## config.mk

```make
export PLATFORM = sky130hd
export DESIGN_NAME = del_meas_engine
export DESIGN_NICKNAME = d
export VERILOG_FILES = /design/src/rtl/del_meas_pkg.sv /design/src/rtl/del_meas_chan.sv /design/src/rtl/del_meas_engine.sv
export SDC_FILE = /design/constraint.sdc
export NUM_CORES = 1
export LEC_CHECK = 0
export ABC_AREA = 1
export ABC_CLOCK_PERIOD_IN_PS = 3250
export CAP_MARGIN = 10
export CORE_MARGIN = 2
export CORE_UTILIZATION = 35
export DETAILED_ROUTE_END_ITERATION = 8
export PLACE_DENSITY = 0.64
export SLEW_MARGIN = 20
export SYNTH_ARGS = -nofsm -noshare
export SYNTH_HDL_FRONTEND = slang
export SYNTH_SLANG_ARGS = --single-unit
```

## constraint.sdc

```tcl
create_clock -name clk -period 3.25 [get_ports clk]
set_input_delay 0.65 -clock clk [delete_from_list [all_inputs] [get_ports clk]]
set_output_delay 0.65 -clock clk [all_outputs]
set_load 0.01 [all_outputs]
```

## src/rtl/del_meas_pkg.sv

```systemverilog
// del_meas_pkg: shared state type, field widths and saturating magnitude for the delay engine
package del_meas_pkg;
    localparam int SHOT_W = 8;
    localparam int ABS_W  = 32;

    typedef enum logic [2:0] {S_IDLE, S_PULSE, S_WAIT, S_GAP, S_DONE} state_t;

    // |v| of a sign-extended w-bit sample, clamped to the largest positive w-bit value
    function automatic logic [ABS_W-1:0] abs_sat(input logic [ABS_W-1:0] v, input int w);
        logic [ABS_W-1:0] mag;
        logic [ABS_W-1:0] lim;
        mag = v[ABS_W-1] ? ~v + 1'b1 : v;
        lim = (ABS_W'(1) << (w - 1)) - 1'b1;
        return (mag > lim) ? lim : mag;
    endfunction
endpackage

```

## src/rtl/del_meas_chan.sv

```systemverilog
// del_meas_chan: per-ADC arrival detection, sticky timeout and saturating delay accumulator
module del_meas_chan
    import del_meas_pkg::*;
#(
    parameter int NUM_BITS = 16,
    parameter int CNT_W    = 16,
    parameter int SUM_W    = 24
) (
    input  logic                clk,
    input  logic                rst_n,
    input  logic                clr,
    input  logic                shot_clr,
    input  logic                in_wait,
    input  logic                at_timeout,
    input  logic [CNT_W-1:0]    cnt,
    input  logic [NUM_BITS-1:0] sample,
    input  logic [NUM_BITS-1:0] thresh,
    input  logic                valid,
    output logic                shot_done,
    output logic                tflag,
    output logic [SUM_W-1:0]    acc
);
    logic             arrived;
    logic             hit;
    logic [ABS_W-1:0] mag;
    logic [SUM_W:0]   sum;

    // first threshold crossing of this shot and the accumulator's next value
    always_comb begin
        mag       = abs_sat(ABS_W'($signed(sample)), NUM_BITS);
        hit       = in_wait && valid && !arrived && (mag > ABS_W'(thresh));
        sum       = {1'b0, acc} + (SUM_W+1)'(cnt);
        shot_done = arrived || hit;
    end

    // arrival latch per shot, timeout flag and accumulator sticky per run
    always_ff @(posedge clk or negedge rst_n) begin
        if (!rst_n) begin
            arrived <= 1'b0;
            tflag   <= 1'b0;
            acc     <= '0;
        end else if (clr) begin
            arrived <= 1'b0;
            tflag   <= 1'b0;
            acc     <= '0;
        end else begin
            if (shot_clr)
                arrived <= 1'b0;
            else if (hit)
                arrived <= 1'b1;
            if (hit)
                acc <= sum[SUM_W] ? '1 : sum[SUM_W-1:0];
            if (in_wait && at_timeout && !shot_done)
                tflag <= 1'b1;
        end
    end
endmodule

```

## src/rtl/del_meas_engine.sv

```systemverilog
// del_meas_engine: multi-shot DAC->ADC probe delay measurement with per-channel timeout
module del_meas_engine
    import del_meas_pkg::*;
#(
    parameter int NUM_BITS = 16,
    parameter int NUM_DAC  = 3,
    parameter int NUM_ADC  = 2,
    parameter int CNT_W    = 16,
    parameter int TIMEOUT  = 255,
    parameter int GAP_CYC  = 32,
    parameter int SUM_W    = CNT_W + 8,
    localparam int SEL_W   = NUM_DAC > 1 ? $clog2(NUM_DAC) : 1
) (
    input  logic                        clk,
    input  logic                        rst_n,
    input  logic                        start,
    input  logic                        abort,
    input  logic [SEL_W-1:0]            dac_sel,
    input  logic [NUM_BITS-1:0]         probe_val,
    input  logic [NUM_BITS-1:0]         thresh,
    input  logic [SHOT_W-1:0]           num_shots,
    output logic [NUM_DAC*NUM_BITS-1:0] dac_out,
    output logic [NUM_DAC-1:0]          dac_valid,
    input  logic [NUM_ADC*NUM_BITS-1:0] adc_in,
    input  logic [NUM_ADC-1:0]          adc_valid,
    output logic                        adc_run,
    output logic                        busy,
    output logic                        done,
    output logic [NUM_ADC*SUM_W-1:0]    result,
    output logic [NUM_ADC-1:0]          timeout_flg
);
    state_t                      state;
    logic [SEL_W-1:0]            sel_r;
    logic [NUM_BITS-1:0]         probe_r;
    logic [NUM_BITS-1:0]         thresh_r;
    logic [SHOT_W-1:0]           shots_r;
    logic [SHOT_W-1:0]           shot_cnt;
    logic [CNT_W-1:0]            cnt;
    logic [NUM_ADC-1:0]          ch_done;
    logic [NUM_ADC*SUM_W-1:0]    acc_flat;
    logic [NUM_ADC*SUM_W-1:0]    res_c;
    logic [NUM_DAC*NUM_BITS-1:0] pulse_vec;
    logic [SEL_W-1:0]            psel;
    logic [NUM_BITS-1:0]         pval;
    logic                        in_wait;
    logic                        at_timeout;
    logic                        shot_clr;
    logic                        clr;
    logic                        last_shot;

    // pulse pattern (live config in IDLE, latched afterwards), final results and FSM decodes
    always_comb begin
        psel       = (state == S_IDLE) ? dac_sel : sel_r;
        pval       = (state == S_IDLE) ? probe_val : probe_r;
        pulse_vec  = '0;
        res_c      = '0;
        for (int n = 0; n < NUM_DAC; n++)
            pulse_vec[n*NUM_BITS +: NUM_BITS] = (psel == SEL_W'(n)) ? pval : '0;
        for (int n = 0; n < NUM_ADC; n++)
            res_c[n*SUM_W +: SUM_W] = timeout_flg[n] ? '1 : acc_flat[n*SUM_W +: SUM_W];
        in_wait    = state == S_WAIT;
        at_timeout = cnt == CNT_W'(TIMEOUT);
        shot_clr   = state == S_PULSE;
        clr        = abort || (state == S_IDLE && start);
        last_shot  = (shot_cnt + 1'b1) == ((shots_r == '0) ? SHOT_W'(1) : shots_r);
    end

    for (genvar i = 0; i < NUM_ADC; i++) begin : g_chan
        del_meas_chan #(.NUM_BITS(NUM_BITS), .CNT_W(CNT_W), .SUM_W(SUM_W)) u_chan (
            .clk       (clk),
            .rst_n     (rst_n),
            .clr       (clr),
            .shot_clr  (shot_clr),
            .in_wait   (in_wait),
            .at_timeout(at_timeout),
            .cnt       (cnt),
            .sample    (adc_in[i*NUM_BITS +: NUM_BITS]),
            .thresh    (thresh_r),
            .valid     (adc_valid[i]),
            .shot_done (ch_done[i]),
            .tflag     (timeout_flg[i]),
            .acc       (acc_flat[i*SUM_W +: SUM_W])
        );
    end

    // run sequencer; outputs are set on the transition into the state they belong to
    always_ff @(posedge clk or negedge rst_n) begin
        if (!rst_n) begin
            state     <= S_IDLE;
            sel_r     <= '0;
            probe_r   <= '0;
            thresh_r  <= '0;
            shots_r   <= '0;
            shot_cnt  <= '0;
            cnt       <= '0;
            dac_out   <= '0;
            dac_valid <= '0;
            adc_run   <= 1'b0;
            busy      <= 1'b0;
            done      <= 1'b0;
            result    <= '0;
        end else if (abort) begin
            state     <= S_IDLE;
            shot_cnt  <= '0;
            cnt       <= '0;
            dac_out   <= '0;
            dac_valid <= '0;
            adc_run   <= 1'b0;
            busy      <= 1'b0;
            done      <= 1'b0;
            result    <= '0;
        end else begin
            case (state)
                S_IDLE: if (start) begin
                    state     <= S_PULSE;
                    sel_r     <= dac_sel;
                    probe_r   <= probe_val;
                    thresh_r  <= thresh;
                    shots_r   <= num_shots;
                    shot_cnt  <= '0;
                    result    <= '0;
                    dac_out   <= pulse_vec;
                    dac_valid <= '1;
                    adc_run   <= 1'b1;
                    busy      <= 1'b1;
                end
                S_PULSE: begin
                    state   <= S_WAIT;
                    cnt     <= CNT_W'(1);
                    dac_out <= '0;
                end
                S_WAIT: begin
                    cnt <= cnt + 1'b1;
                    if (&ch_done || at_timeout) begin
                        state <= S_GAP;
                        cnt   <= CNT_W'(1);
                    end
                end
                S_GAP: if (cnt == CNT_W'(GAP_CYC)) begin
                    shot_cnt <= shot_cnt + 1'b1;
                    if (last_shot) begin
                        state     <= S_DONE;
                        dac_valid <= '0;
                        adc_run   <= 1'b0;
                        done      <= 1'b1;
                        result    <= res_c;
                    end else begin
                        state   <= S_PULSE;
                        dac_out <= pulse_vec;
                    end
                end else begin
                    cnt <= cnt + 1'b1;
                end
                S_DONE: if (!start) begin
                    state <= S_IDLE;
                    busy  <= 1'b0;
                    done  <= 1'b0;
                end
                default: state <= S_IDLE;
            endcase
        end
    end
endmodule
```

# Word-level counts from Yosys, hierarchy flattened
# Cells that the tools add are included.
# word_totals
out_inout_bits	104
in_bits	80
ff_bits	223
wordCells	159
# classes
n_addsub	6
order_cmp	4
n_reduce_logical	41
n_bitwise	3
muxes	70
n_eq_ne	16
# ops
op	count
$mux W48	8
$mux W24	8
$pmux W48 S3	1
$mux W32	4
$mux W16	7
$pmux W48 S2	1
$add A32 B1 Y32 const B	2
$gt A32 B15 Y1 const B	2
$gt A32 B16 Y1	2
$not A32 Y32	2
$add A24 B16 Y25	2
$pmux W16 S3	1
$mux W8	4
$mux W3	10
$ne A3 B3 Y1 const B	7
$mux W1	19
$add A16 B1 Y16 const B	1
$eq A16 B6 Y1 const B	1
$eq A16 B8 Y1 const B	1
$pmux W8 S2	1
$reduce_and A4 Y1	4
$pmux W3 S5	1
$reduce_bool A3 Y1	5
$logic_and A1 B1 Y1	10
20 further kinds	36

# Longest topological paths before layout
# Gate-level depths: netlist (run 1).
# logic_depth
ltp_word	13
depth_mapped	28
ltp_nobuf	28

# Modules after synthesis
# From an unflattened synthesis (run 1), not the netlist that was laid out.
# unflattened
hier_cells	2215
hier_area_um2	15359.7
# modules_own_cells
mod	seq_area_each_um2	cells_per_inst	area_per_inst_um2	n_inst
del_meas_engine	4204.0	1015	8303.0	1
del_meas_chan	650.6	600	3528.4	2

# Worst setup path before layout (run 1)
# Ideal clock, no wire load.
# synth_path
kind	input-to-reg
start	in adc_in[16]
end	reg cnt[10]
path_slack_ps	-112
stages	27
t_required_ps	3184
setup_ps	66
t_arrival_ps	3296
path_buffers	1
path_cell_list	inv_1 ha_1 inv_1 nor3_1 inv_1 nor3_1 inv_1 nor2_1 nand2_1 nand2_1 o21ai_0 a21oi_1 o21ai_0 ha_1 nand2_1 nor2_1 nand2_1 nor2_1 nor2_1 nand2_1 nand2_1 nand2_1 nand3_1 nand2_1 buf_2 nand3b_1 nand2_1
# synth_between
elab_chain_len	13
# synth_rtl
item	line	rtl
start: declaration	del_meas_engine.sv:24	input logic [NUM_ADC*NUM_BITS-1:0] adc_in,
$not A32 Y32	del_meas_pkg.sv:12	mag = v[ABS_W-1] ? ~v + 1'b1 : v;
$add A32 B1 Y32	del_meas_pkg.sv:12	
$mux W32 (*)	del_meas_pkg.sv:12	
$gt A32 B15 Y1	del_meas_pkg.sv:14	return (mag > lim) ? lim : mag;
$mux W32 (*)	del_meas_pkg.sv:14	
$gt A32 B16 Y1 (*)	del_meas_chan.sv:31	hit = in_wait && valid && !arrived && (mag > ABS_W'(thresh));
$logic_and A1 B1 Y1 (*)	del_meas_chan.sv:31	
$logic_or A1 B1 Y1 (*)	del_meas_chan.sv:33	shot_done = arrived || hit;
$reduce_and A2 Y1 (*)	del_meas_engine.sv:134	if (&ch_done || at_timeout) begin
$logic_or A1 B1 Y1 (*)	del_meas_engine.sv:134	
$mux W16 (*)	del_meas_engine.sv:134	
$pmux W16 S3 (*)	del_meas_engine.sv:113	case (state)
$mux W16 (*)	del_meas_engine.sv:102	end else if (abort) begin
end signal: assignment	del_meas_engine.sv:133	cnt <= cnt + 1'b1;
end signal: assignment	del_meas_engine.sv:152	cnt <= cnt + 1'b1;
end: declaration	del_meas_engine.sv:38	logic [CNT_W-1:0] cnt;
# Mark *: on every way between the ends. The rest lies on a longest branch, timed or not.
# A chain may end at the register's enable or synchronous reset.

# Final worst setup path (run 1)
# layout_path
start	in adc_in[25]
end	reg cnt[10]
# The elaborated chain is that of the path after synthesis.

==> metrics.log, run 1 <==
INFO  metric run_status = complete, no violations
INFO  metric grt_start_max_net_pins = 97
INFO  metric final_period_minus_worst_setup_slack = around 3.1 ns
INFO  metric worstSetupEndpointType = register
INFO  metric clock_latency_on_the_worst_skew_pair = about 0.55 ns
INFO  metric synth-edff-count = 0
INFO  metric post-dp-hpwl = between 20000 and 30000 um
INFO  metric grt_antenna_before_repair = 5
INFO  metric criticalPathCategory = in -> reg
INFO  metric ys_dominant_reg_cell = dfrtp_1
INFO  metric die_width = 203.1 um
INFO  metric grt_first_pass_wirelength = between 60000 and 70000 um
INFO  metric cts_buffer_depth = 3
INFO  metric drcViolationCount = 0
INFO  metric max_clock_freq = 324.8 MHz
INFO  metric finalWirelength = ~40000 um
INFO  metric critical_path_arrival = 3.57 ns
INFO  metric power_leakage = 8.663 nW
INFO  metric drt_pass1_iterations = 6
INFO  metric post_route_cells_drive_above_1_share = 0.1633
INFO  metric tritoncts = yes
INFO  metric ctsHoldBuffers = 0
INFO  metric first_iter_violations = 819
INFO  metric stdcell_area = about 18000 sq um
INFO  metric synth_area = around 14000 sq um
INFO  metric finClkSkew = roughly 0.012 ns
INFO  metric timing.slew.headroom = 0.5559
INFO  metric clkTransAtPathRegs = 0.06 ns
INFO  metric async_reset_ff_frac = 1.000
INFO  metric nets = around 2200
INFO  metric cts-buffers-inserted = 25
INFO  metric hold_class = in -> async
INFO  metric syn_avg_cell_area = between 7 and 8 sq um
INFO  metric dpl.cell_count = between 2000 and 3000
INFO  metric synthesis.yosys.warnings = 0
INFO  metric synth-seq-area-share = 0.3968
INFO  metric worstSetupStartpointType = input port
INFO  metric final-max-slew-violation-count = 0
INFO  metric most-common-layout-cells = nand2_1 (474), dfrtp_1 (220), clkdlybuf4s50_1 (168)
INFO  metric route.vias.total = 13100
INFO  metric placementRows = between 70 and 80
INFO  metric final-setup-viol-count = 0
INFO  metric post-route-period-util = 0.9472
INFO  metric route.antenna.remaining_nets = 0
INFO  metric layout_commonest_cell = nand2_1
INFO  metric cts-htree-levels = 1
INFO  metric maxCapViolCount = 0
INFO  metric tightest_slew = between 0.6 and 0.7 ns
INFO  metric cts_num_sinks = 220
INFO  metric grt_remaining_overflow = 0
INFO  metric finalCoreUtilization = 0.4689
INFO  metric route.detailed.wl_per_inst = between 15 and 20 um
INFO  metric power.ir.vdd_worst = 0.3963 mV
INFO  metric buffer_ports.inserted = ~180
INFO  metric floorplan.core_area = around 39000 sq um
INFO  metric post_synthesis_sequential_element_count = 220
INFO  metric filler_cell_count = around 3800
INFO  metric io_pins = roughly 180
INFO  metric groute.usage.overall = 0.1905
INFO  metric cts-root-buf = clkbuf_16
INFO  metric hold_viol = 0
INFO  metric via_count_of_the_first_global_routing_pass = 12090
INFO  metric final_cell_count_no_fill = 2622
INFO  metric power_density = 445.3 nW/um^2
INFO  metric start_util = 0.3565
INFO  metric finalWeightedCongestion = between 0.8 and 0.9
INFO  metric ys_types = 49
INFO  metric detail_route.vias_per_cell = about 5
INFO  metric synth_cells = 1829
INFO  metric worstPathRequired = between 3 and 4 ns
INFO  metric cp_max_fo = 4
INFO  metric detailed_place.area = 16800 sq um
INFO  metric layout-area-overhead-vs-synth = 31.53%
INFO  metric floorplan.die.height = 203.1 um
INFO  metric die-area = approximately 41000 sq um
==> area by class of cell <==
cell class	count	area, sq um	area share
Multi-Input combinational cell	1359	7580	0.4154
Sequential cell	220	5505	0.3017
Timing Repair Buffer	293	2874	0.1575
Clock buffer	31	698.2	0.03826
Inverter	183	696.9	0.03819
Tap cell	518	648.1	0.03552
Clock inverter	15	237.7	0.01303
Antenna cell	3	7.507	0.0004114
==> metal layers <==
layer	track usage	wire, um	vias to the layer above
li1	-	-	6569
met1	0.2681	18840	6132
met2	0.3019	18470	338
met3	0.02745	2153	60
met4	0.06074	1051	4
met5	0	31	-
==> timing repair <==
action / in CTS / in global routing
setup endpoints to repair: 69 / 69
setup buffers: 4 / 11
gates resized for setup: 24 / 100
cloned: 0 / 4
pin swaps: 3 / 40
==> flip-flops by register name, summed over array words and instances (netlist names), 2 cells and up <==
register and cells:
dac_out 48, g_chan.u_chan.acc 48, result 48, cnt 16, probe_r 16, thresh_r 16, shot_cnt 8, shots_r 8
state 3, g_chan.u_chan.arrived 2, g_chan.u_chan.tflag 2, sel_r 2
==> final timing paths <==
check	slack [ns]	start	cells after the start	to
max in group asynchronous	2.40	rst_n	2	probe_r[3]
min in group clk	0.48	done	2	done
hold reg to reg	0.48	done	2	done
setup reg to reg	0.45	cnt[0]	16	g_chan[1].u_chan.acc[11]
hold / removal	0.09	rst_n	1	thresh_r[4]
setup / recovery	0.17	adc_in[25]	22	cnt[10]
==> where the power goes <==
group | internal [mW] | switching [mW]
registers | 2.97 | 0.138
clock network | 2.00 | 1.21
logic | 0.743 | 1.06
==> cell families (layout without fill, tap and decap cells) <==
logic type	after synthesis	after routing	synth area share
muxes	8	8	0.006313
buffers and inverters	251	522	0.07702
DFF	220	220	0.3968
adders and majority gates	71	71	0.06512
and+or+nand+nor	840	840	0.2640
other	1	5	0.0002703
AOI/OAI and AO/OA	402	402	0.1677
xor gates and xnor gates	36	36	0.02273
==> critical path, cell delays in order <==
cell and delay [ns]:
clkdlybuf4s50_1 0.45, nor3_2 0.22, nand2_1 0.12, inv_1 0.08, nand4_1 0.19, buf_4 0.21, o21ai_0 0.07, a21o_1 0.11
ha_1 0.25, nand2_1 0.10, nor2_2 0.05, buf_4 0.12, a21oi_2 0.10, nand2_1 0.07, nand2_2 0.13, nand2_2 0.09
nand2_4 0.09, nand3_4 0.07, nand2_4 0.12, buf_4 0.13, nand3b_1 0.07, nand2_1 0.08
==> metrics by stage <==
stage	setup TNS, ns	total power, mW	hold WS (ns)	setup slack, ns
finish	0	8.125	0.08672	0.1716
floorplan	0	4.167	0.3544	0.01441
detailed placement	-49.70	4.855	0.4666	-0.8216
CTS	0	8.117	0.1055	0.003024
global placement	-43.19	4.817	0.4647	-0.7876
global route	-1.323	8.534	0.1244	-0.08550
==> Yosys cell counts, types with 6 or more instances <==
master | n | area (sq um)
buf_6 | 12 | 135.1
nor2_1 | 121 | 454.2
o21ai_2 | 20 | 175.2
o21ai_1 | 87 | 435.4
or2_0 | 10 | 62.56
o22ai_1 | 7 | 43.79
nand4_1 | 20 | 125.1
nor3_1 | 23 | 115.1
nand2_2 | 22 | 137.6
ha_1 | 69 | 863.3
buf_2 | 12 | 60.06
xor2_1 | 28 | 245.2
o21ai_0 | 102 | 510.5
xnor2_1 | 8 | 70.07
o211ai_1 | 67 | 503.0
dfrtp_1 | 220 | 5505
mux2_2 | 6 | 67.56
nand3_1 | 76 | 380.4
nor4_1 | 6 | 37.54
clkbuf_1 | 37 | 138.9
nand3b_1 | 7 | 52.55
nand2_1 | 489 | 1836
inv_2 | 12 | 45.04
inv_1 | 168 | 630.6
a21oi_1 | 96 | 480.5
or2_2 | 51 | 319.1
(Power assumes the default switching activity.)
==> inputs of run 2 (changes only) <==
--- a/config.mk
+++ b/config.mk
@@ -5,13 +5,12 @@
 export SDC_FILE = /design/constraint.sdc
 export NUM_CORES = 1
 export LEC_CHECK = 0
-export ABC_AREA = 1
-export ABC_CLOCK_PERIOD_IN_PS = 3250
+export ABC_CLOCK_PERIOD_IN_PS = 3300
 export CAP_MARGIN = 10
 export CORE_MARGIN = 2
 export CORE_UTILIZATION = 35
 export DETAILED_ROUTE_END_ITERATION = 8
-export PLACE_DENSITY = 0.64
+export PLACE_DENSITY = 0.65
 export SLEW_MARGIN = 20
 export SYNTH_ARGS = -nofsm -noshare
 export SYNTH_HDL_FRONTEND = slang
==> constraint.sdc (replaced) <==
create_clock -name clk -period 3.3 [get_ports clk]
set_input_delay 0.66 -clock clk [delete_from_list [all_inputs] [get_ports clk]]
set_output_delay 0.66 -clock clk [all_outputs]
set_load 0.01 [all_outputs]
==> run 2 against run 1 <==
The run now ends with negative setup slack left. Critical path depth decreased by 6. Routed wire length shrank 11%. Flip-flop and latch count unchanged. Die area fell by 9.8%. Highest routed layer is now met4. Area after synthesis down 10%. Cell count shrank 20%. Global-route usage is essentially flat. Clock power down 10%. Sequential power fell by 5%.
==> metrics.log, run 2 <==
INFO  metric via_count_of_the_first_global_routing_pass = 11160 (-7.7%)
INFO  metric layout_commonest_cell = dfrtp_1
INFO  metric drt_pass1_iterations = 5 (-1)
INFO  metric combinational_family_with_the_most_area_after_synthesis = compound AO/OA/AOI/OAI gates
INFO  metric power.ir.vdd_worst = 0.4025 mV (+1.6%)
INFO  metric insertedDiodeCount = 0 (-3)
INFO  metric finalWirelength = 36060 um (-11%)
INFO  metric post-dp-hpwl = 24530 um (-17%)
INFO  metric maxCapViolCount = 0 (unchanged)
INFO  metric violations = negative setup slack
INFO  metric muxShareOfSynthArea = 0.02594 (+0.01963)
INFO  metric post_synth_most_frequent_cells = dfrtp_1 (220), nand2_1 (174), o21ai_0 (135), nor2_1 (90), a21oi_1 (76)
INFO  metric cpPeakStageDelay = 0.58 ns (+0.13 ns)
INFO  metric cts_buffer_depth = 3 (unchanged)
INFO  metric die_width = 192.9 um (-5.0%)
INFO  metric route.antenna.remaining_nets = 0 (unchanged)
INFO  metric buffer_ports.inserted = 183 (unchanged)
INFO  metric synth_compound_gate_area_share = 0.2086 (+0.04081)
INFO  metric timing.critical_path.cells = buf_6, or3_4, or3b_4, or2_4, o41ai_4, xor2_1, nand2_1, ha_1, nand2_1, or4_4, o2111ai_4, a31oi_4, or4_4, nand2_8, a21oi_2, a31oi_1
INFO  metric synth_area_leaders = dfrtp_1 (44%), ha_1 (6.9%), o21ai_0 (5.4%), nand2_1 (5.2%), a22o_1 (3.7%)
INFO  metric stdcell_area = 17300 sq um (-5.2%)
INFO  metric io_pins = 184 (unchanged)
INFO  metric grt_first_pass_wirelength = 57410 um (-10%)
INFO  metric first_iter_violations = 628 (-23%)
INFO  metric max_clock_freq = 248.4 MHz
INFO  metric r2r-end = g_chan[1].u_chan.acc[1]
INFO  metric layout_top_registers = dac_out: 48 flops, g_chan.u_chan.acc: 48 flops, result: 48 flops
INFO  metric cp_max_fo = 6 (+2)
INFO  metric start_util = 0.3529 (-0.003601)
INFO  metric detail_route.vias_per_cell = 5.307 (+6.2%)
INFO  metric timing.slew.headroom = 0.4695 (-0.08642)
INFO  metric cts-htree-levels = 1 (unchanged)
INFO  metric final_cell_count_no_fill = 2106 (-20%)
INFO  metric hold_class = in -> async
INFO  metric synth-xor-area-share = 0.04247 (+0.01974)
INFO  metric synth_area = 12490 sq um (-10%)
INFO  metric floorplan.core_area = 35400 sq um (-9.0%)
INFO  metric yosys.area.top_type_share = 0.4407 (+0.04392)
INFO  metric async_reset_ff_frac = 1.000 (unchanged)
INFO  metric clkTransAtPathRegs = 0.06 ns (about the same)
INFO  metric post-synth-top-count-cell = dfrtp_1
INFO  metric cts_num_sinks = 220 (unchanged)
INFO  metric drcViolationCount = 0 (unchanged)
INFO  metric setup_repair_after_global_routing_missed_its_margin = yes
INFO  metric critical_path_arrival = 4.47 ns (+0.90 ns)
INFO  metric finClkSkew = 0.02666 ns (+0.01477 ns)
INFO  metric run_status = complete, but fails checks
INFO  metric tightest_slew = 0.7874 ns (+0.1213 ns)
INFO  metric final_period_minus_worst_setup_slack = about 4.0 ns
INFO  metric postLayoutSetupSlackWorst = -0.7253 ns (-0.8969 ns)
INFO  metric post_synthesis_sequential_element_count = 220 (unchanged)
INFO  metric filler_cell_count = 3194 (-16%)
INFO  metric pre_cts_slack = -1.677 ns (-0.8555 ns)
INFO  metric finalHoldWorstSlack = 0.09910 ns (+0.01239 ns)
INFO  metric synth-edff-count = 0 (unchanged)
INFO  metric synth-seq-area-share = 0.4407 (+0.04392)
INFO  metric layout-area-overhead-vs-synth = 38.52%
INFO  metric route.detailed.wl_per_inst = 17.12 um (+11%)
INFO  metric power_leakage = 7.728 nW (-11%)
INFO  metric ys_types = 75 (+53%)
INFO  metric finalWeightedCongestion = 0.8467 (-4.6%)
INFO  metric groute.usage.overall = 0.1906 (about the same)
INFO  metric worstSetupEndpointType = register
INFO  metric cts-buffers-inserted = 26 (+4.0%)
INFO  metric synth_cells = 1340 (-27%)
INFO  metric netlist.top_cell.by_area = dfrtp_1
INFO  metric most-common-layout-cells = dfrtp_1 (220), nand2_1 (167), clkdlybuf4s50_1 (165)
INFO  metric timing.critical_path.slowest_stage_cell = or4_4
INFO  metric finalCoreUtilization = 0.4888 (+0.01992)
INFO  metric synth_adder_area_share = 0.07232 (+0.007208)
INFO  metric post-route-period-util = 1.220
INFO  metric synthesis.yosys.warnings = 0 (unchanged)
INFO  metric clock_latency_on_the_worst_skew_pair = 0.55 ns (about the same)
INFO  metric grt_remaining_overflow = 0 (unchanged)
INFO  metric hold_viol = 0 (unchanged)
INFO  metric design_power_total = 7.346 mW (-9.6%)
INFO  metric placementRows = 69 (-4.2%)
INFO  metric final-max-slew-violation-count = 0 (unchanged)
INFO  metric grt_start_max_net_pins = 82 (-15%)
INFO  metric dpl.cell_count = 2013 (-21%)
INFO  metric post_route_cells_drive_above_1_share = 0.1994 (+0.03614)
INFO  metric tritoncts = yes
INFO  metric worst-r2r-setup-slack = 0.10 ns (-0.35 ns)
INFO  metric final-setup-viol-count = 68 (+68)
INFO  metric power_density = 424.6 nW/um^2 (-4.6%)
INFO  metric criticalPathCategory = in -> reg
INFO  metric final.setup.tns = -30.72 ns (-30.72 ns)
INFO  metric synth-simple-area-share = 0.1689 (-0.09509)
INFO  metric worstPathRequired = 3.74 ns (about the same)
INFO  metric worst_r2r_path_depth = 11 (-5)
INFO  metric syn_avg_cell_area = 9.321 sq um (+23%)
INFO  metric worstSetupStartpointType = input port
INFO  metric route.vias.total = 11180 (-15%)
INFO  metric r2r_start = g_chan[1].u_chan.acc[0]
INFO  metric die-area = 37210 sq um (-9.8%)
INFO  metric cts-root-buf = clkbuf_16
INFO  metric ys_dominant_reg_cell = dfrtp_1
INFO  metric grt_antenna_before_repair = 0 (-5)
INFO  metric floorplan.die.height = 192.9 um (-5.0%)
INFO  metric nets = 1776 (-20%)
INFO  metric detailed_place.area = 15560 sq um (-7.4%)
## run 2: cell families after synthesis
kind of cell,count (synthesis)
AO/OA/AOI/OAI,408
XOR/XNOR,59
adder cells (fa/ha/maj),71
buffers and inverters,112
flip-flops,220
multiplexers,29
other,1
AND/OR/NAND/NOR,440
## run 2: area by class of cell
cell class                 instances  area, sq um  share of cell area
clock inverter                    13        132.6            0.007666
clock buffer                      35        724.4             0.04187
tap                              461        576.8             0.03334
timing repair buffer             325         3139              0.1814
multi-input combinational       1012         7066              0.4084
sequential                       220         5505              0.3182
inverter                          40        157.7            0.009112
## run 2: report_power, final
group | internal [mW] | switching, mW | leakage (nW) | total [mW]
logic | 0.706 | 0.796 | 4.33 | 1.50
registers | 2.85 | 0.118 | 2.97 | 2.97
clock network | 1.70 | 1.18 | 0.426 | 2.88
## run 2: worst max-delay path: cells and delay by family
family / cells / cell delay (ns)
compound gates: 5 / 0.74
buf+inv: 1 / 0.09
xor+xnor: 1 / 0.17
fa+ha+maj: 1 / 0.28
simple gates: 8 / 2.50
## run 2: per-layer routing
metal	up-vias	track usage	share of wire
li1	5408	-	-
met1	5491	0.2454	0.44
met2	218	0.3332	0.49
met3	60	0.02764	0.045
met4	0	0.05332	0.025
met5	-	0	0
## run 2: what timing repair did
item	4_1_cts	5_1_grt
buffers inserted	34	9
hold buffers	0	0
pin swaps	59	32
endpoints found under the setup margin	69	69
gates resized for setup	128	38
cloned	5	1
## run 2: worst max-delay path by stage
| stage | startpoint | to | slack, ns |
|---|---|---|---|
| detailed placement | adc_in[3] | cnt[7] | -1.68 |
| floorplan | adc_in[3] | cnt[5] | -1.14 |
| CTS | adc_in[2] | cnt[11] | -0.64 |
| finish | adc_in[2] | cnt[8] | -0.73 |
| global placement | adc_in[3] | cnt[7] | -1.59 |
| global route | adc_in[2] | cnt[8] | -0.84 |
